===== src/rtl/mac_sched_pkg.sv =====
// mac_sched_pkg: shared state encoding and datapath width for mac_scheduler
package mac_sched_pkg;
    localparam int MAC_DATA_W = 16;
    typedef enum logic [2:0] {IDLE, CLEAR, STREAM, DRAIN, DONE} schedState;
endpackage


===== src/rtl/mac_scheduler_rr_arbiter.sv =====
// rr_arbiter: picks the first pending requester after the round-robin pointer
module rr_arbiter #(
    parameter int NREQ = 2,
    localparam int IDX_W = $clog2(NREQ)
) (
    input  logic [NREQ-1:0]  pending,
    input  logic [IDX_W-1:0] ptr,
    output logic             anyGrant,
    output logic [IDX_W-1:0] grantIdx,
    output logic [NREQ-1:0]  grantOneHot
);
    always_comb begin
        anyGrant = 1'b0;
        grantIdx = '0;
        for (int k = 1; k <= NREQ; k++) begin
            if (!anyGrant && pending[(int'(ptr) + k) % NREQ]) begin
                anyGrant = 1'b1;
                grantIdx = IDX_W'((int'(ptr) + k) % NREQ);
            end
        end
        grantOneHot = anyGrant ? NREQ'(1) << grantIdx : '0;
    end
endmodule


===== src/rtl/mac_scheduler.sv =====
// mac_scheduler: time-shares one accumulate-every-clock MAC between NREQ dot-product requesters
module mac_scheduler
    import mac_sched_pkg::*;
#(
    parameter int NREQ   = 2,
    parameter int DATA_W = MAC_DATA_W,
    parameter int LEN_W  = 8,
    localparam int IDX_W = $clog2(NREQ)
) (
    input  logic                     clk,
    input  logic                     rst,
    input  logic [NREQ-1:0]          req_start,
    input  logic [NREQ*LEN_W-1:0]    req_len,
    input  logic [NREQ*DATA_W-1:0]   req_a,
    input  logic [NREQ*DATA_W-1:0]   req_b,
    input  logic [NREQ-1:0]          req_valid,
    output logic [NREQ-1:0]          req_ready,
    output logic [NREQ-1:0]          req_done,
    output logic [DATA_W-1:0]        req_result,
    output logic [DATA_W-1:0]        mac_a,
    output logic [DATA_W-1:0]        mac_b,
    output logic                     mac_clr,
    input  logic [DATA_W-1:0]        mac_op,
    output logic                     busy,
    output logic [IDX_W-1:0]         grant
);
    schedState state, stateN;
    logic [IDX_W-1:0] grantN, rrPtr, rrN;
    logic [NREQ-1:0] pending, pendingN, pendClr, startOk, grantOH, readyN, doneN;
    logic [LEN_W-1:0] lenQ [NREQ];
    logic [LEN_W-1:0] cnt, cntN;
    logic [DATA_W-1:0] macAN, macBN, resultN, curA, curB;
    logic macClrN, anyGrant, hs;
    logic [IDX_W-1:0] arbIdx;
    logic [NREQ-1:0] arbOH;

    rr_arbiter #(.NREQ(NREQ)) arb (
        .pending(pending),
        .ptr(rrPtr),
        .anyGrant(anyGrant),
        .grantIdx(arbIdx),
        .grantOneHot(arbOH)
    );

    assign busy = state != IDLE;
    assign grantOH = NREQ'(1) << grant;
    assign curA = req_a[int'(grant)*DATA_W +: DATA_W];
    assign curB = req_b[int'(grant)*DATA_W +: DATA_W];
    assign hs = req_valid[grant] & req_ready[grant];
    // a granted requester cannot queue a second job until its current one leaves the FSM
    assign startOk = req_start & ~pending & ~(busy ? grantOH : '0);
    assign pendingN = (pending & ~pendClr) | startOk;

    always_comb begin
        stateN = state;
        grantN = grant;
        rrN = rrPtr;
        cntN = cnt;
        pendClr = '0;
        macAN = '0;
        macBN = '0;
        macClrN = 1'b0;
        readyN = req_ready;
        doneN = '0;
        resultN = req_result;
        case (state)
            IDLE: if (anyGrant) begin
                grantN = arbIdx;
                pendClr = arbOH;
                cntN = lenQ[arbIdx];
                macClrN = 1'b1;
                stateN = CLEAR;
            end
            CLEAR: begin
                stateN = cnt == '0 ? DONE : STREAM;
                readyN = cnt == '0 ? '0 : grantOH;
            end
            STREAM: if (hs) begin
                macAN = curA;
                macBN = curB;
                cntN = cnt - 1'b1;
                if (cnt == LEN_W'(1)) begin
                    readyN = '0;
                    stateN = DRAIN;
                end
            end
            DRAIN: stateN = DONE;
            DONE: begin
                resultN = mac_op;
                doneN = grantOH;
                rrN = grant;
                stateN = IDLE;
            end
            default: stateN = IDLE;
        endcase
    end

    always_ff @(posedge clk or negedge rst) begin
        if (!rst) begin
            state <= IDLE;
            grant <= '0;
            rrPtr <= IDX_W'(NREQ - 1);
            pending <= '0;
            cnt <= '0;
            mac_a <= '0;
            mac_b <= '0;
            mac_clr <= 1'b1;
            req_ready <= '0;
            req_done <= '0;
            req_result <= '0;
            for (int i = 0; i < NREQ; i++) lenQ[i] <= '0;
        end else begin
            state <= stateN;
            grant <= grantN;
            rrPtr <= rrN;
            pending <= pendingN;
            cnt <= cntN;
            mac_a <= macAN;
            mac_b <= macBN;
            mac_clr <= macClrN;
            req_ready <= readyN;
            req_done <= doneN;
            req_result <= resultN;
            for (int i = 0; i < NREQ; i++)
                if (startOk[i]) lenQ[i] <= req_len[i*LEN_W +: LEN_W];
        end
    end
endmodule


===== config.mk =====
export PLATFORM = sky130hd
export DESIGN_NAME = mac_scheduler
export DESIGN_NICKNAME = d
export VERILOG_FILES = /design/src/rtl/mac_sched_pkg.sv /design/src/rtl/mac_scheduler_rr_arbiter.sv /design/src/rtl/mac_scheduler.sv
export SDC_FILE = /design/constraint.sdc
export NUM_CORES = 1
export LEC_CHECK = 0
export ABC_AREA = 1
export CORE_MARGIN = 2
export CORE_UTILIZATION = 50
export CTS_BUF_LIST = sky130_fd_sc_hd__clkbuf_4 sky130_fd_sc_hd__clkbuf_8
export DETAILED_ROUTE_END_ITERATION = 10
export DONT_BUFFER_PORTS = 1
export GPL_TIMING_DRIVEN = 0
export HOLD_SLACK_MARGIN = 0.1
export PLACE_DENSITY = 0.69
export SLEW_MARGIN = 0
export SYNTH_ARGS = -nofsm -noshare
export SYNTH_HDL_FRONTEND = slang
export SYNTH_SLANG_ARGS = --single-unit

===== constraint.sdc =====
create_clock -name clk -period 1.36 [get_ports clk]
set_clock_uncertainty 0.05 [all_clocks]
set_input_delay 0.068 -clock clk [delete_from_list [all_inputs] [get_ports clk]]
set_output_delay 0.068 -clock clk [all_outputs]
set_load 0.05 [all_outputs]

; ---- After elaboration in Yosys (flattened, before gate mapping)
; Index checks and enable logic that the tools add are counted.
[classes]
eq_ne = 8
shifts = 4
mux = 39
order_cmp = 4
reduce_logical = 11
n_addsub = 3
bitwise_logic = 11
[ops]
columns = cell, count
row1 = 16-bit 2-to-1 mux, 4
row2 = 32-bit by 6-bit indexed part select with 16-bit output, 2
row3 = 8-bit 2-to-1 mux, 5
row4 = 1-bit 2-to-1 mux, 16
row5 = 8-bit one-hot mux with 2 select lines, 1
row6 = 2-bit 2-to-1 mux, 7
row7 = 3-bit 2-to-1 mux, 4
row8 = 3-bit one-hot mux with 4 select lines, 1
row9 = 3-bit AND reduction, 3
row10 = 8-bit by 1-bit equality test with 1-bit output (second input constant), 1
row11 = 8-bit logical NOT, 1
row12 = 8-bit by 1-bit subtractor with 8-bit output (second input constant), 1
row13 = 2-bit AND, 3
row14 = 3-bit by 2-bit equality test with 1-bit output (second input constant), 2
row15 = 2-bit by 3-bit less-than comparator with 1-bit output (second input constant), 2
row16 = 2-bit != test (second input constant), 3
row17 = 2-bit NOT, 3
row18 = 2-bit one-hot mux with 2 select lines, 1
row19 = 2-bit nonzero test, 2
row20 = 1-bit by 1-bit left shift with 2-bit output (first input constant), 2
row21 = 3-bit by 1-bit equality test with 1-bit output (second input constant), 1
row22 = 3-bit equality test (second input constant), 1
row23 = 3-bit logical NOT, 1
row24 = 3-bit nonzero test, 1
row25 = 10 further kinds, 12
[word_totals]
output_inout_bits = 55
register_bits = 84
in_bits = 102
elab_cells = 93

; ---- Longest topological paths before layout
; Gate-level depths: netlist of the first run.
[depth]
ltp_word = 15
mapped_depth = 9
mapped_depth_nobuf = 9

; ---- Modules after synthesis
; A second synthesis of the first run with hierarchy kept.
[unflattened]
hier_cells = 408
hier_area_um2 = 3706.1
[modules_own_cells]
columns = module, cells_per_inst, instances, area_per_inst_um2, seq_area_each_um2
row1 = mac_scheduler, 401, 1, 3676.0, 2104.5
row2 = rr_arbiter, 7, 1, 30.0, 0.0

; ---- Least setup slack after synthesis of the first run
; No wires, ideal clock.
[synth_path]
kind = register to register
from = register grant
to = register cnt[4]
n_path_buf = 2
arrival_ps = 1530
required_time_ps = 1190
setup_ps = 120
setup_slack_ps = -340
path_stages_with_launch = 10
period_less_slack_ps = 1700
cell_sequence = dfrtp_1 > buf_2 > inv_2 > nand3_1 > nand2_1 > nor2_4 > nor2_8 > buf_6 > nand3_1 > nand2_1
[synth_between]
elab_chain_len = 5
elab_cells_between_ends = 7
classes_between = eq/ne: 1 / mux: 4 / bitwise: 1 / reduce/logical: 1
[synth_rtl]
columns = element, line
row1 = start: declaration, mac_scheduler.sv:25  ; output logic [IDX_W-1:0] grant
row2 = start signal: assignment, mac_scheduler.sv:114  ; grant <= grantN;
row3 = 1-bit 2-to-1 mux (implied by the code) (2 in a row), mac_scheduler.sv:49  ; assign hs = req_valid[grant] & req_ready[grant];
row4 = 1-bit AND *, mac_scheduler.sv:49
row5 = 2-bit != test (no source line) *, -
row6 = 3-bit AND reduction (no source line) *, -
row7 = end signal: assignment, mac_scheduler.sv:117  ; cnt <= cntN;
row8 = end: declaration, mac_scheduler.sv:31  ; logic [LEN_W-1:0] cnt, cntN;
; Mark *: on every way between the ends. The rest lies on a longest branch, timed or not. The select of a mux whose other input is x is not followed.
; A chain may end at the register's enable or synchronous reset.

; ---- Worst setup path after layout of the first run
[layout_path]
from = register grant
to = register lenQ[15] in the netlist's numbering
[layout_between]
elab_chain_len = 4
[layout_rtl]
columns = element, line
row1 = 1-bit by 1-bit left shift with 2-bit output, mac_scheduler.sv:46  ; assign grantOH = NREQ'(1) << grant;
row2 = 2-bit 2-to-1 mux, mac_scheduler.sv:51  ; assign startOk = req_start & ~pending & ~(busy ? grantOH : '0);
row3 = 2-bit NOT, mac_scheduler.sv:51
row4 = 2-bit AND, mac_scheduler.sv:51
row5 = end signal: indexed assignment, mac_scheduler.sv:125  ; if (startOk[i]) lenQ[i] <= req_len[i*LEN_W +: LEN_W];
row6 = end: declaration, mac_scheduler.sv:30  ; logic [LEN_W-1:0] lenQ [NREQ];
; Every way passes these cells.

==> metrics, run 1 <==
Yosys reg bits 84; status finished, violations left; r2r setup slk -0.22 ns; gr ovfl total 0; slew margin rel. 65.1%; Hold Crit Class input pin to asynchronous set/reset pin; Placed Cells 511; vias post-DR 3670; Total GRT Usage 28.1%; clk_lat worst skew 0.35 ns; Final period util 116%; R2R depth 8; crit path DAT 1.77 ns; endpoint class of the critical path register; Tmin final 1.58 ns; share of post-route cells with drive strength above 1 27.2%; failing checks negative hold slack, negative setup slack; Buf+Inv Stages, Crit Path 4; CP max FO 10; Area Overhead vs Synth 51.1%; crit path max-delay cell type dfrtp_2; Post-Syn Nets 516; Diodes inserted 0; Cell variety after synth 28; DRT antenna net count 0; final wirelength 13.0 mm; mux share of post-synthesis cell area 4.80%; Compound-Gate Fraction of Synth Area 9.33%; I/O Pins 157; # hold bufs at CTS 99; xor and xnor area share after synthesis 0.233%; CTS Sinks 84; largest net degree at the start of global routing 85; total CTS buffers 9; Rows 31; Mapped Avg Cell Area 9.11 um^2; Layout Cells excl Fill 643; CP Launch Type register; Post-Syn Instances 412; setup tns final -7.93 ns; Final Cell Area 5680 um^2; first-pass GRT wire length 18.1 mm; full die area 8220 um^2; final setup violation count 72; routed vias/inst 5.71; Fin. Hold Viols 91; GP Congestion 0.877; Crit Reg-Reg Endpoint lenQ[15]; Die Width 90.7 um; worst setup margin -0.221 ns; H-tree depth 3; max incr delay on CP 0.55 ns; WHS -0.647 ns; Worst EP required 1.55 ns; RSZ-0062 raised after global routing true; CP dominant cell by count buf_6; Peak VDD IR 1560 uV; Slew @ Worst Pin 0.524 ns; Max clock buf depth 2; PwrDens 2390 nW/um^2; DR iter-0 viols 461; Setup CP Type register to register; largest family of logic cells by synthesized area simple AND/OR/NAND/NOR gates; placed inst area 3900 um^2; DRC violations left 0; Detailed Place HPWL 6.18 mm; Final nets 644; routed len/inst 20.3 um; Root Driver clkbuf_8; initial antenna violation count 0; CTS tree built; MaxCap Viol Count 0; chip height 90.7 um; Tot Pwr 13.6 mW; reg2reg start grant; Max Clk Rate 0.633 GHz; post-synthesis sequential area ratio 56.0%; starting density of the core 51.8%; simple-gate portion of the synthesized area 22.5%; Post-Syn Area 3750 um^2; core area 7250 um^2; Leakage 2.66 nW; Top delay family on crit path flip-flops; PortBufs 0; Worst-path clk slew 0.08 ns; FILL cells 391; drt first pass iters 5; vias in the first global route 3577; post-synthesis adder-cell area fraction 0.666%; max-slew violation count 0; Synthesis Warnings 0; Critical Path, Cell by Cell buf_6, inv_4, buf_8, nand2_4, nand3b_4, buf_6, nor2_2, a21oi_1
-- area by class of cell --
cell class	instances	area [um^2]	area share (%)
timing repair buffer	117	1200	21.1
clock inverter	5	85.1	1.50
tap	99	124	2.18
multi-input combinational	279	1700	30.0
clock buffer	10	131	2.31
sequential	84	2110	37.2
inverter	32	125	2.20
buffer	17	198	3.48
-- flip-flops by register name, indices dropped and copies added (netlist names) --
name and cells:
req_ready 2, state 3, cnt 8, req_result 16, pending 2, grant 1, mac_a 16, mac_clr 1
mac_b 16, rrPtr 1, req_done 2, lenQ 16
-- stage by stage --
| step | util (%) | setup slack (ns) | hold slack, ns |
|---|---|---|---|
| floorplan | - | -0.120 | -0.278 |
| global placement | 53.8 | -0.254 | -0.273 |
| detailed placement | 53.8 | -0.280 | -0.273 |
| CTS | 74.0 | -0.178 | -0.655 |
| global route | 78.2 | -0.286 | -0.658 |
| finish | 78.2 | -0.221 | -0.647 |
-- worst max-delay path by stage --
stage	start	end	slack, ns	depth (start not counted)
2_1_floorplan	grant	cnt[4]	-0.12	9
3_3_place_gp	grant	lenQ[15]	-0.25	8
3_5_place_dp	grant	lenQ[15]	-0.28	8
4_1_cts	grant	cnt[0]	-0.18	9
5_1_grt	grant	cnt[0]	-0.29	9
6_report	grant	lenQ[15]	-0.22	8
-- cells by family after synthesis --
kind of cell	count (synthesis)
buffers and inverters	50
XOR/XNOR	1
AND/OR/NAND/NOR	192
adder cells (fa/ha/maj)	2
flip-flops	84
multiplexers	16
AO/OA/AOI/OAI	67
-- where the power goes --
group | internal, mW | switching [mW]
registers | 3.36 | 2.13
logic | 2.62 | 3.47
clock network | 1.06 | 0.922
-- per-layer routing --
layer / GRT usage [%] / routed length (um) / vias to the layer above / share of wire, %
met2: 47.5 / 6690 / 268 / 51
met5: 0 / 0 / - / 0
met1: 34.3 / 4690 / 1765 / 36
met3: 6.68 / 1080 / 65 / 8.3
li1: - / - / 1572 / -
met4: 12.6 / 579 / 0 / 4.4
-- repair_timing --
action | in CTS | in global routing
pin swaps | 8 | 12
setup endpoints to repair | 83 | 82
resized for setup | 48 | 76
setup buffers | 9 | 2
endpoints found under the hold margin | 150 | 93
gates cloned | 6 | 2
-- layout by cell type (no fill, tap or decap), types with 3 or more instances in the layout --
cell type	Yosys	final
mux2_2	16	16
buf_8	0	5
o21ai_0	9	4
nand2_2	2	14
dfrtp_2	0	6
buf_4	3	10
nand2_1	132	114
o21ai_2	0	7
buf_6	5	17
nand3_1	13	11
inv_1	30	28
o211ai_1	4	4
clkbuf_8	0	10
a21oi_1	43	19
nor2_1	29	25
dfrtp_1	82	76
o21ai_1	9	7
a21oi_4	0	3
nand3_2	3	3
a21oi_2	0	21
dlygate4sd3_1	0	99
nand2_4	2	7
nor2_2	0	4
nand4_1	3	3
nor2_4	3	3
-- synth_stat cells --
library cell | count | area [um^2]
a21oi_1 | 43 | 215
buf_2 | 4 | 20.0
buf_4 | 3 | 22.5
buf_6 | 5 | 56.3
clkbuf_1 | 6 | 22.5
dfrtp_1 | 82 | 2050
dfstp_2 | 2 | 52.6
ha_1 | 2 | 25.0
inv_1 | 30 | 113
inv_2 | 2 | 7.51
mux2_2 | 16 | 180
nand2_1 | 132 | 495
nand2_2 | 2 | 12.5
nand2_4 | 2 | 22.5
nand3_1 | 13 | 65.1
nand3_2 | 3 | 30.0
nand3b_1 | 1 | 7.51
nand3b_4 | 1 | 20.0
nand4_1 | 3 | 18.8
nor2_1 | 29 | 109
nor2_4 | 3 | 33.8
nor2_8 | 1 | 20.0
nor3_1 | 2 | 10.0
o211ai_1 | 4 | 30.0
o21ai_0 | 9 | 45.0
o21ai_1 | 9 | 45.0
o21bai_1 | 2 | 15.0
xor2_1 | 1 | 8.76
-- worst reg2reg max path: cells and delay by family, from the launching register on --
family	cells	cell delay, ns
simple gates	3	0.29
buf+inv	4	0.54
compound gates	1	0.04
flops	1	0.55
(Power assumes the default switching activity.)
==> inputs of run 2 (changes only) <==
Settings changed: PLACE_DENSITY 0.69 to 0.66.
Clock period 1.36 ns to 1.7 ns, I/O delays scaled along.
==> run 2 against run 1 <==
The run ends with negative hold slack left. Worst setup slack improved by 0.25 ns. Non-clock buffer count decreased by 8. Total power decreased by 33%. Die area unchanged. Count of clock-buffer cells in the layout unchanged. Largest power group is now sequential cells.
==> metrics, run 2 (synthesis results as in run 1) <==
vias in the first global route 3329 (-6.9%); R2R depth 8 (unchanged); largest net degree at the start of global routing 85 (unchanged); slew margin rel. 64.3% (-0.85 points); DRC violations left 0 (unchanged); first-pass GRT wire length 16.2 mm (-11%); DRT antenna net count 0 (unchanged); Detailed Place HPWL 5.88 mm (-4.9%); Worst EP required 1.89 ns (+0.34 ns); CP Launch Type register; Worst-path clk slew 0.08 ns (about the same); H-tree depth 3 (unchanged); setup tns final 0 ns (+7.93 ns); commonest non-fill, non-tap cell in the layout nand2_1; Placed Cells 511 (unchanged); CTS Sinks 84 (unchanged); vias post-DR 3257 (-11%); clk_lat worst skew 0.36 ns (about the same); Rows 31 (unchanged); Tmin final 1.67 ns (+0.0927 ns); CP max FO 6 (-4); routed len/inst 15.9 um (-22%); final setup violation count 0 (-100%); crit path DAT 1.86 ns (+0.09 ns); PortBufs 0 (unchanged); Peak VDD IR 1240 uV (-21%); share of post-route cells with drive strength above 1 14.0% (-13 points); Leakage 2.50 nW (-6.0%); starting density of the core 51.8% (unchanged); commonest non-fill, non-tap cells in the layout nand2_1, dlygate4sd3_1, dfrtp_1, a21oi_1, inv_1; Die Width 90.7 um (unchanged); Hold Crit Class input pin to asynchronous set/reset pin; total CTS buffers 9 (unchanged); Slew @ Worst Pin 0.536 ns (+0.0123 ns); CTS tree built; Root Driver clkbuf_8; PwrDens 1770 nW/um^2 (-26%); core area 7250 um^2 (unchanged); drt first pass iters 4 (-1); I/O Pins 157 (unchanged); r2r setup slk 0.03 ns (+0.25 ns); Total GRT Usage 24.8% (-3.3 points); Fin. Hold Viols 84 (-7.7%); DR iter-0 viols 111 (-76%); Area Overhead vs Synth 37.6%; # hold bufs at CTS 100 (+1.0%); Setup CP Type register to register; final wirelength 10.1 mm (-23%); Core Util, Final 71.2% (-7.0 points); endpoint class of the critical path register; MaxCap Viol Count 0 (unchanged); chip height 90.7 um (unchanged); GP Congestion 0.868 (-1.0%); Tot Pwr 9.14 mW (-33%); Max clock buf depth 2 (unchanged); reg2reg start grant; Layout Cells excl Fill 636 (-1.1%); Final period util 98.5% (-18 points); Max Clk Rate 0.597 GHz (-5.5%); status finished, violations left; Final nets 636 (-1.2%); routed vias/inst 5.12 (-10%); Diodes inserted 0 (unchanged); gr ovfl total 0 (unchanged); initial antenna violation count 0 (unchanged); Crit Reg-Reg Endpoint lenQ[0]; full die area 8220 um^2 (unchanged); max-slew violation count 0 (unchanged); WHS -0.629 ns (+0.0180 ns); failing checks negative hold slack
==> run 2: changes by cell type in the layout (fill, tap and decap cells not counted), moves of 7 or more <==
| cell | previous run | this run |
|---|---|---|
| nand2_2 | 14 | 3 |
| nand2_1 | 114 | 130 |
| a21oi_1 | 19 | 43 |
| a21oi_2 | 21 | 0 |
| o21ai_2 | 7 | 0 |
| buf_6 | 17 | 6 |
==> run 2: per-stage QoR <==
stage | instance area [um^2] | setup WS (ns)
after detailed placement | 3880 | -0.0709
after global placement | 3880 | -0.0198
after floorplan | 3760 | 0.140
final | 5160 | 0.0262
after global routing | 5160 | -0.0185
after CTS | 5050 | 0.0178
==> run 2: final cells by class <==
cell class              instances  area, um^2
clock inverters                 6        32.5
clock buffers                  10         131
well taps                      99         124
inverters                      32         120
fillers                       516        2090
plain buffers                  18         139
multi-input cells             279        1440
repair buffers                108        1080
flip-flops and latches         84        2110
==> run 2: worst max-delay path, stage by stage (launching register included) <==
cell	delay, ns
dfrtp_2	0.53
buf_6	0.18
buf_2	0.16
buf_4	0.15
nand2_4	0.08
nand3_4	0.12
buf_4	0.16
nand2_1	0.06
o21ai_1	0.07
==> run 2: worst max path at each step <==
stage,start,endpoint,cells past startpoint
2_1_floorplan,grant,cnt[4],9
3_3_place_gp,grant,mac_b[13],6
3_5_place_dp,grant,mac_b[9],6
4_1_cts,grant,lenQ[15],8
5_1_grt,grant,lenQ[0],8
6_report,grant,lenQ[0],8
==> run 2: timing repair <==
action | in CTS | in global routing
pin swaps | 0 | 1
gates cloned | 0 | 2
resized for setup | 4 | 10
setup endpoints to repair | 39 | 22
setup buffers | 0 | 7
endpoints found under the hold margin | 149 | 84
==> run 2: power breakdown <==
group          internal (mW)  total, mW  switching, mW
Combinational           1.48       3.63           2.14
Clock                  0.534       1.23          0.692
Sequential              2.68       4.29           1.61
Total                   4.70       9.14           4.45
==> run 2: routing by layer <==
| layer | track usage (%) | routed length (um) | vias up |
|---|---|---|---|
| li1 | - | - | 1558 |
| met1 | 28.6 | 3930 | 1541 |
| met2 | 43.0 | 5170 | 141 |
| met3 | 6.93 | 813 | 17 |
| met4 | 11.2 | 186 | 0 |
| met5 | 0 | 0 | - |
